File: config.mk
export PLATFORM = sky130hd
export DESIGN_NAME = prec_mult_pipe_mac
export DESIGN_NICKNAME = d
export VERILOG_FILES = /design/src/rtl/prec_mult_pipe_mac.sv
export SDC_FILE = /design/constraint.sdc
export NUM_CORES = 1
export LEC_CHECK = 0
export CAP_MARGIN = 10
export CORE_UTILIZATION = 38
export DETAILED_ROUTE_END_ITERATION = 10
export SYNTH_ARGS = -nofsm -noshare
export SYNTH_HDL_FRONTEND = slang
export SYNTH_SLANG_ARGS = --single-unit
File: constraint.sdc
create_clock -name clk -period 6.43 [get_ports clk]
set_input_delay 0.9645 -clock clk [delete_from_list [all_inputs] [get_ports clk]]
set_output_delay 0.9645 -clock clk [all_outputs]
set_load 0.02 [all_outputs]
File: src/rtl/prec_mult_pipe_mac.sv
// prec_mult_pipe_mac
//   Pipelined precision-configurable multiplier/accumulator. It runs either one
//   WxW multiply (full mode) or two packed HxH lane multiplies (half mode,
//   H=(W-1)/2). Each operand has its own signedness. The result stream uses a
//   valid/ready handshake, and a lane-aware accumulator is updated as each beat
//   reaches the output register.
//
// Ports
//   clk        clock, rising edge
//   rst_n      synchronous active-low reset
//   in_valid   operand beat valid
//   in_ready   beat accepted this cycle (combinational, low only while stalled)
//   A, B       operands; half mode: lane1=[W-1:H+1], lane0=[H-1:0], bit H ignored
//   A_sign     A (or each A lane) is two's complement
//   B_sign     B (or each B lane) is two's complement
//   HALF       0: one WxW product, 1: two HxH lane products
//   acc_en     1: accumulate this beat, 0: load ACC with its product
//   acc_clr    1: load ACC with this beat's product (overrides acc_en)
//   out_valid  P/ACC hold a valid result
//   out_ready  downstream accepts the result
//   P          product; half: lane1=P[2W-1:2H+2], lane0=P[2H-1:0], P[2H+1:2H]=0
//   ACC        accumulator; half: lane1=ACC[ACC_W-1:W+G], lane0=ACC[W+G-1:0]
module prec_mult_pipe_mac #(
  parameter int W       = 9,
  parameter int LATENCY = 2,
  parameter int G       = 4
) (
  input  logic                   clk,
  input  logic                   rst_n,
  input  logic                   in_valid,
  output logic                   in_ready,
  input  logic [W-1:0]           A,
  input  logic [W-1:0]           B,
  input  logic                   A_sign,
  input  logic                   B_sign,
  input  logic                   HALF,
  input  logic                   acc_en,
  input  logic                   acc_clr,
  output logic                   out_valid,
  input  logic                   out_ready,
  output logic [2*W-1:0]         P,
  output logic [2*W+2*G-1:0]     ACC
);

  localparam int H     = (W - 1) / 2;
  localparam int ACC_W = 2 * W + 2 * G;
  localparam int LW    = W + G;

  // One beat as it travels down the pipe: product plus the control it needs
  // at the accumulator.
  typedef struct packed {
    logic           load;
    logic           sext;
    logic           half;
    logic [2*W-1:0] prod;
  } beat_t;

  // Operands are extended to the full result width before multiplying, so the
  // low 2W bits of the product are exact for any signedness mix.
  function automatic logic [2*W-1:0] mul_full(input logic [W-1:0] a, input logic as,
                                              input logic [W-1:0] b, input logic bs);
    logic signed [2*W-1:0] ae;
    logic signed [2*W-1:0] be;
    ae = $signed({{W{as & a[W-1]}}, a});
    be = $signed({{W{bs & b[W-1]}}, b});
    return ae * be;
  endfunction

  function automatic logic [2*H-1:0] mul_lane(input logic [H-1:0] a, input logic as,
                                              input logic [H-1:0] b, input logic bs);
    logic signed [2*H-1:0] ae;
    logic signed [2*H-1:0] be;
    ae = $signed({{H{as & a[H-1]}}, a});
    be = $signed({{H{bs & b[H-1]}}, b});
    return ae * be;
  endfunction

  function automatic logic [ACC_W-1:0] ext_full(input logic [2*W-1:0] p, input logic s);
    return {{(ACC_W-2*W){s & p[2*W-1]}}, p};
  endfunction

  function automatic logic [LW-1:0] ext_lane(input logic [2*H-1:0] p, input logic s);
    return {{(LW-2*H){s & p[2*H-1]}}, p};
  endfunction

  logic  advance;
  beat_t beat_p0;
  logic  vld_p0;
  beat_t beat_pl;
  logic  vld_pl;

  // A stall freezes every stage at once; bubbles are kept.
  assign advance  = !(out_valid && !out_ready);
  assign in_ready = advance;
  assign vld_p0   = in_valid;

  // ---- stage 0: multiply (combinational, captured by stage 1) ----
  always_comb begin
    beat_p0.load = acc_clr | ~acc_en;
    beat_p0.sext = A_sign | B_sign;
    beat_p0.half = HALF;
    if (HALF) begin
      beat_p0.prod = {mul_lane(A[W-1:H+1], A_sign, B[W-1:H+1], B_sign),
                      2'b00,
                      mul_lane(A[H-1:0], A_sign, B[H-1:0], B_sign)};
    end else begin
      beat_p0.prod = mul_full(A, A_sign, B, B_sign);
    end
  end

  generate
    if (LATENCY == 1) begin : g_direct
      assign beat_pl = beat_p0;
      assign vld_pl  = vld_p0;
    end else begin : g_pipe
      beat_t beat_p [1:LATENCY-1];
      logic  vld_p  [1:LATENCY-1];

      // ---- stages 1..LATENCY-1: product register then delay ----
      always_ff @(posedge clk) begin
        if (!rst_n) begin
          for (int k = 1; k < LATENCY; k++) vld_p[k] <= 1'b0;
        end else if (advance) begin
          vld_p[1] <= vld_p0;
          for (int k = LATENCY - 1; k >= 2; k--) vld_p[k] <= vld_p[k-1];
        end
      end

      always_ff @(posedge clk) begin
        if (advance) begin
          beat_p[1] <= beat_p0;
          for (int k = LATENCY - 1; k >= 2; k--) beat_p[k] <= beat_p[k-1];
        end
      end

      assign beat_pl = beat_p[LATENCY-1];
      assign vld_pl  = vld_p[LATENCY-1];
    end
  endgenerate

  // Mode history: a beat must reload ACC if it is the first since reset or if
  // it switches between full and half mode.
  logic             hist_vld;
  logic             prev_half;
  logic             load_now;
  logic [ACC_W-1:0] ext_f;
  logic [LW-1:0]    ext_1;
  logic [LW-1:0]    ext_0;
  logic [ACC_W-1:0] acc_next;

  always_comb begin
    load_now = beat_pl.load | ~hist_vld | (beat_pl.half != prev_half);
    ext_f    = ext_full(beat_pl.prod, beat_pl.sext);
    ext_1    = ext_lane(beat_pl.prod[2*W-1:2*H+2], beat_pl.sext);
    ext_0    = ext_lane(beat_pl.prod[2*H-1:0], beat_pl.sext);
    acc_next = ACC;
    if (beat_pl.half) begin
      // Lanes are summed separately so no carry crosses the lane boundary.
      acc_next[ACC_W-1:LW] = load_now ? ext_1 : ACC[ACC_W-1:LW] + ext_1;
      acc_next[LW-1:0]     = load_now ? ext_0 : ACC[LW-1:0] + ext_0;
    end else begin
      acc_next = load_now ? ext_f : ACC + ext_f;
    end
  end

  // ---- final stage: P / ACC output register ----
  always_ff @(posedge clk) begin
    if (!rst_n) begin
      out_valid <= 1'b0;
      P         <= '0;
      ACC       <= '0;
      hist_vld  <= 1'b0;
      prev_half <= 1'b0;
    end else if (advance) begin
      out_valid <= vld_pl;
      if (vld_pl) begin
        P         <= beat_pl.prod;
        ACC       <= acc_next;
        hist_vld  <= 1'b1;
        prev_half <= beat_pl.half;
      end
    end
  end

endmodule

# [After elaboration in Yosys (flattened, before gate mapping)]
# Memories as Yosys holds them, arrays and structs flattened.
# Cells that the tools add are included.
[totals] inputBits=27 mem_count=2 regBits=47 out_inout_bits=46 elab_cells=42 ram_bits=22
[mem_list] name="g_pipe.beat_p" depth=1 word_bits=21 rd=1 rd_clocked_by_memory_dff=0 wr=1 line="116" text="beat_t beat_p [1:LATENCY-1];"
[mem_list] name="g_pipe.vld_p" depth=1 word_bits=1 rd=1 rd_clocked_by_memory_dff=0 wr=1 line="117" text="logic vld_p [1:LATENCY-1];"
[op_classes] n_reduce_logical=4 n_mul=3 n_mux=10 n_addsub=3 bitwise_logic=14 n_eq_ne=1
[op_table] cell="$mux W26" n=2
[op_table] cell="$add A13 B13 Y13" n=2
[op_table] cell="$add A26 B26 Y26" n=1
[op_table] cell="$mux W13" n=2
[op_table] cell="$mul A10 B10 Y18" n=1
[op_table] cell="$mux W18" n=1
[op_table] cell="$mul A5 B5 Y8" n=2
[op_table] cell="$and A1 B1 Y1" n=6
[op_table] cell="$mux W1" n=5
[op_table] cell="$or A1 B1 Y1" n=5
[op_table] cell="$not A1 Y1" n=3
[op_table] cell="$logic_not A1 Y1" n=2
[op_table] cell="$reduce_and A2 Y1" n=1
[op_table] cell="$logic_and A1 B1 Y1" n=1
[op_table] cell="$ne A1 B1 Y1" n=1

# [Logic depth before layout (Yosys ltp)]
[logic_depth] word_depth=6 depth_mapped=21 depth_no_buf=20

# [Worst setup path before layout]
# OpenSTA, ideal clock, no wires.
[synth_path] path_type="input port to flip-flop" start="input port B[1]" end="memory g_pipe.beat_p[1][17] in the netlist's numbering (data pin)" setup_time_ns=0.261 setup_slack_ns=0.295 n_path_buf=1 arrival_time_ns=5.873 cell_stages=21 t_required_ns=6.169 path_cell_list="clkbuf_1 > nand2_1 > fa_1 > inv_1 > fa_1 > inv_1 > fa_1 > inv_1 > fa_1 > inv_1 > fa_1 > inv_1 > ha_1 > nand3_1 > o211ai_1 > o41ai_2 > o21ai_0 > o41ai_1 > mux2i_1 > o21ai_0 > xnor2_1"
[synth_lines] item="start: declaration" line="33" text="input logic [W-1:0] B,"
[synth_lines] item="end: declaration" line="116"

==> impl_results.md <==
* Count of nets after finishing at 1458
* Die height at 161 um
* Unrepaired setup endpoints after global routing: false
* Post-synthesis net count at 1377
* Achievable clock frequency at 163 MHz
* Effective utilization at floorplan at 39.1%
* Relative area change from synthesis to final layout at 16.7%
* Number of buffers inserted by hold repair at cts at 0
* Post-synth EDFFs at 22
* Final hold violation count at 0
* Crit path kind: in -> reg
* Worst clock skew on the final layout at 0.00869 ns
* # fillers at 2431
* DP Area at roughly 0.011 mm^2
* Max Slew Vio Count at 0
* VDD IR-drop max at 0.000176 V
* Sort of element at the start of the critical path: input pin
* HPWL Detailed at 18.3 mm
* Final setup fails at 0
* Register area share after synthesis at 16.7%
* Area taken by flip-flops and latches at 0.00160 mm^2
* Actual slew at the worst max-slew pin at 0.957 ns
* Length of the first detailed-routing pass in iterations at 5
* Floorplan die width at 161 um
* Warnings from Yosys at 0
* Total via count after detailed routing at 7991
* Min Clock Period, post-route at approximately 6.2 ns
* 1st-iter DRT viols at about 420
* Die area at between 0.02 and 0.03 mm^2
* CP Capture Point: g_pipe.beat_p[1][17]
* Share of flip-flops with an asynchronous set or reset at 0%
* Average wire per standard cell at 14.7 um
* Status: complete, no violations
* Worst Hold Class: reg -> reg
* Number of distinct library cell variants in the gate-level netlist after synthesis at 66
* Post-route setup slack at 0.278 ns
* Final clock period utilization by the worst path at 95.7%
* Placeable core region at around 0.025 mm^2
* Number of clock buffers inserted by TritonCTS at 9
* Post-Syn Area at approximately 0.0096 mm^2
* Static leakage at 0.00522 uW
* Wire length of the first global-routing pass at 38.8 mm
* Areal power density over the cells at 333 mW/mm^2
* Synth Instances at 1140
* Post-synth top flop: sky130_fd_sc_hd__dfxtp_1
* Worst Path Required at 6.51 ns
* Endpoint of the worst register-to-register path: ACC[24]
* Flop-to-flop setup slack at 3.16 ns
* Pin count of the biggest net entering global routing at 53
* Antenna Violating Nets Remaining at 0
* Overall power of the completed layout at 3730 uW
* Overall track demand over capacity in global routing at 18.2%
* Number of vias per cell at 5.16
* Root buffer cell: sky130_fd_sc_hd__clkbuf_16
* H-tree depth at 3
* Number of buffers on the longest clock path at 2
* IO buf count at 72
* Worst setup startpoint: A[7]
* Layout cells sized above 1 at 7.75%
* Post-synthesis average cell area at 8.44 um^2
* Clock-pin transition on the worst setup and hold timing paths at 0.06 ns
* CTS sink cnt at 69
* Drt drc at 0
* Weighted congestion reported at the end of routability-driven placement at 0.883
* Arrival time worst endpoint at 6.24 ns
* I/O pin count at 73
* Highest net fanout along the worst path at 5
* Final wirelength at between 20 and 25 mm
* Number of rows in the core area at 57
* Type of element capturing the critical path: flop
* Headroom to the max-slew limit at 36.0%
* Max-cap violations at 0
* Final instance area at 0.0112 mm^2
* Via count of the first global-routing pass at 8000
* Post-Place Setup Slack at -0.247 ns
* Latest clock arrival within the worst-skew pair at 0.34 ns
* Antenna diode count at 0
* Multi-input combinational cell area at 0.00716 mm^2
* Clock tree from TritonCTS: built
* Number of cells on the worst reg-to-reg path at 11
* Antenna violations before repair at 0
* Overall overflow remaining after global route at 0
* Worst flop-to-flop path startpoint: g_pipe.beat_p[1][17]
* #FFs+latches synth at 69
## synth_stat cells, types with 3 or more instances
master | n | area share [%]
sky130_fd_sc_hd__mux2i_1 | 7 | 0.73
sky130_fd_sc_hd__nor2b_1 | 5 | 0.33
sky130_fd_sc_hd__or3_1 | 5 | 0.33
sky130_fd_sc_hd__nor4_1 | 4 | 0.26
sky130_fd_sc_hd__buf_1 | 6 | 0.23
sky130_fd_sc_hd__ha_1 | 105 | 14
sky130_fd_sc_hd__nand3_1 | 27 | 1.4
sky130_fd_sc_hd__edfxtp_1 | 22 | 6.9
sky130_fd_sc_hd__a21o_1 | 16 | 1.2
sky130_fd_sc_hd__nand2_1 | 132 | 5.2
sky130_fd_sc_hd__dfxtp_1 | 47 | 9.8
sky130_fd_sc_hd__nand4_1 | 5 | 0.33
sky130_fd_sc_hd__a31oi_1 | 11 | 0.72
sky130_fd_sc_hd__o21bai_1 | 8 | 0.62
sky130_fd_sc_hd__xor2_1 | 19 | 1.7
sky130_fd_sc_hd__a211oi_1 | 14 | 1.1
sky130_fd_sc_hd__nor3_1 | 21 | 1.1
sky130_fd_sc_hd__nor2_1 | 62 | 2.4
sky130_fd_sc_hd__and2_1 | 49 | 3.2
sky130_fd_sc_hd__inv_1 | 174 | 6.8
sky130_fd_sc_hd__a22oi_1 | 4 | 0.31
sky130_fd_sc_hd__o2111ai_1 | 3 | 0.27
sky130_fd_sc_hd__o211ai_1 | 8 | 0.62
sky130_fd_sc_hd__mux2_2 | 4 | 0.47
sky130_fd_sc_hd__a21oi_1 | 57 | 3.0
sky130_fd_sc_hd__and3_1 | 11 | 0.72
sky130_fd_sc_hd__fa_1 | 105 | 22
sky130_fd_sc_hd__xnor2_1 | 46 | 4.2
sky130_fd_sc_hd__a311oi_1 | 7 | 0.64
sky130_fd_sc_hd__or2_2 | 7 | 0.46
sky130_fd_sc_hd__o21a_1 | 10 | 0.78
sky130_fd_sc_hd__o21ai_0 | 53 | 2.8
sky130_fd_sc_hd__clkbuf_1 | 43 | 1.7
## cell families after synthesis
family	Yosys count	synth area share, %
buffers and inverters	227	8.99
flip-flops	69	16.7
AO/OA/AOI/OAI	218	14.9
multiplexers	12	1.43
XOR/XNOR	65	5.92
adder cells (fa/ha/maj)	210	35.5
AND/OR/NAND/NOR	339	16.5
## repair_timing
action,4_1_cts,5_1_grt
gates resized for setup,0,3
endpoints found under the setup margin,0,2
buffers inserted,0,0
## state kept, by name (all words and copies together), names as in the netlist
signal / flops
hist_vld: 1
P: 18
g_pipe.vld_p: 1
prev_half: 1
g_pipe.beat_p: 21
ACC: 26
out_valid: 1
## area by class of cell
type / count / share of cell area, %
Clock buffer: 9 / 2.01
Clock inverter: 7 / 0.669
Inverter: 175 / 5.85
Multi-Input combinational cell: 844 / 63.8
Sequential cell: 69 / 14.3
Tap cell: 324 / 3.61
Timing Repair Buffer: 122 / 9.77
## per-stage QoR
stage | hold slack [ns] | TNS, ns | utilization, % | cells
3_3_place_gp | 0.442 | -0.119 | 44.4 | 1534
2_1_floorplan | 0.432 | 0 | - | 1140
4_1_cts | 0.458 | 0 | 45.6 | 1550
5_1_grt | 0.474 | 0 | 45.6 | 1550
6_report | 0.453 | 0 | 45.6 | 1550
3_5_place_dp | 0.448 | -0.275 | 44.4 | 1534
## worst max-delay path, stage by stage
cell	delay (ns)
sky130_fd_sc_hd__clkdlybuf4s50_1	0.48
sky130_fd_sc_hd__nand2_1	0.08
sky130_fd_sc_hd__fa_1	0.54
sky130_fd_sc_hd__inv_1	0.05
sky130_fd_sc_hd__fa_1	0.50
sky130_fd_sc_hd__inv_1	0.06
sky130_fd_sc_hd__fa_1	0.53
sky130_fd_sc_hd__inv_1	0.05
sky130_fd_sc_hd__fa_1	0.52
sky130_fd_sc_hd__inv_1	0.05
sky130_fd_sc_hd__fa_1	0.52
sky130_fd_sc_hd__inv_1	0.04
sky130_fd_sc_hd__ha_1	0.34
sky130_fd_sc_hd__nand3_1	0.09
sky130_fd_sc_hd__o211ai_1	0.13
sky130_fd_sc_hd__o41ai_2	0.32
sky130_fd_sc_hd__o21ai_1	0.18
sky130_fd_sc_hd__o41ai_2	0.28
sky130_fd_sc_hd__mux2i_1	0.21
sky130_fd_sc_hd__o21ai_0	0.10
sky130_fd_sc_hd__xnor2_1	0.18
## report_power, final
group          total (uW)  switching (uW)  internal, uW
clock                 512             211           302
sequential            678             106           573
combinational        2540            1370          1170
## cells in the final DEF (no fill, tap or decap), types with 10 or more instances in the layout
master	count
sky130_fd_sc_hd__a211oi_1	14
sky130_fd_sc_hd__a21o_1	16
sky130_fd_sc_hd__a21oi_1	57
sky130_fd_sc_hd__a31oi_1	11
sky130_fd_sc_hd__and2_1	48
sky130_fd_sc_hd__and3_1	11
sky130_fd_sc_hd__buf_4	50
sky130_fd_sc_hd__clkdlybuf4s50_1	72
sky130_fd_sc_hd__dfxtp_1	47
sky130_fd_sc_hd__edfxtp_1	22
sky130_fd_sc_hd__fa_1	105
sky130_fd_sc_hd__ha_1	105
sky130_fd_sc_hd__inv_1	174
sky130_fd_sc_hd__nand2_1	132
sky130_fd_sc_hd__nand3_1	27
sky130_fd_sc_hd__nor2_1	62
sky130_fd_sc_hd__nor3_1	21
sky130_fd_sc_hd__o21a_1	10
sky130_fd_sc_hd__o21ai_0	52
sky130_fd_sc_hd__xnor2_1	46
sky130_fd_sc_hd__xor2_1	19
## worst min-delay path by stage
stage             start       end  slack, ns  depth (start not counted)
5_1_grt            P[8]      P[8]       0.47                          2
2_1_floorplan  hist_vld  hist_vld       0.43                          2
3_3_place_gp   hist_vld  hist_vld       0.44                          2
3_5_place_dp       P[3]      P[3]       0.45                          2
4_1_cts            P[3]      P[3]       0.46                          2
6_report           P[8]      P[8]       0.45                          2
## routing by layer
layer | wire length, um | GRT usage, %
met1 | 10900 | 24.7
met2 | 10800 | 31.3
met3 | 760 | 1.72
met4 | 252 | 4.16
met5 | 0 | 0
Power figures use the tool's default switching activity.
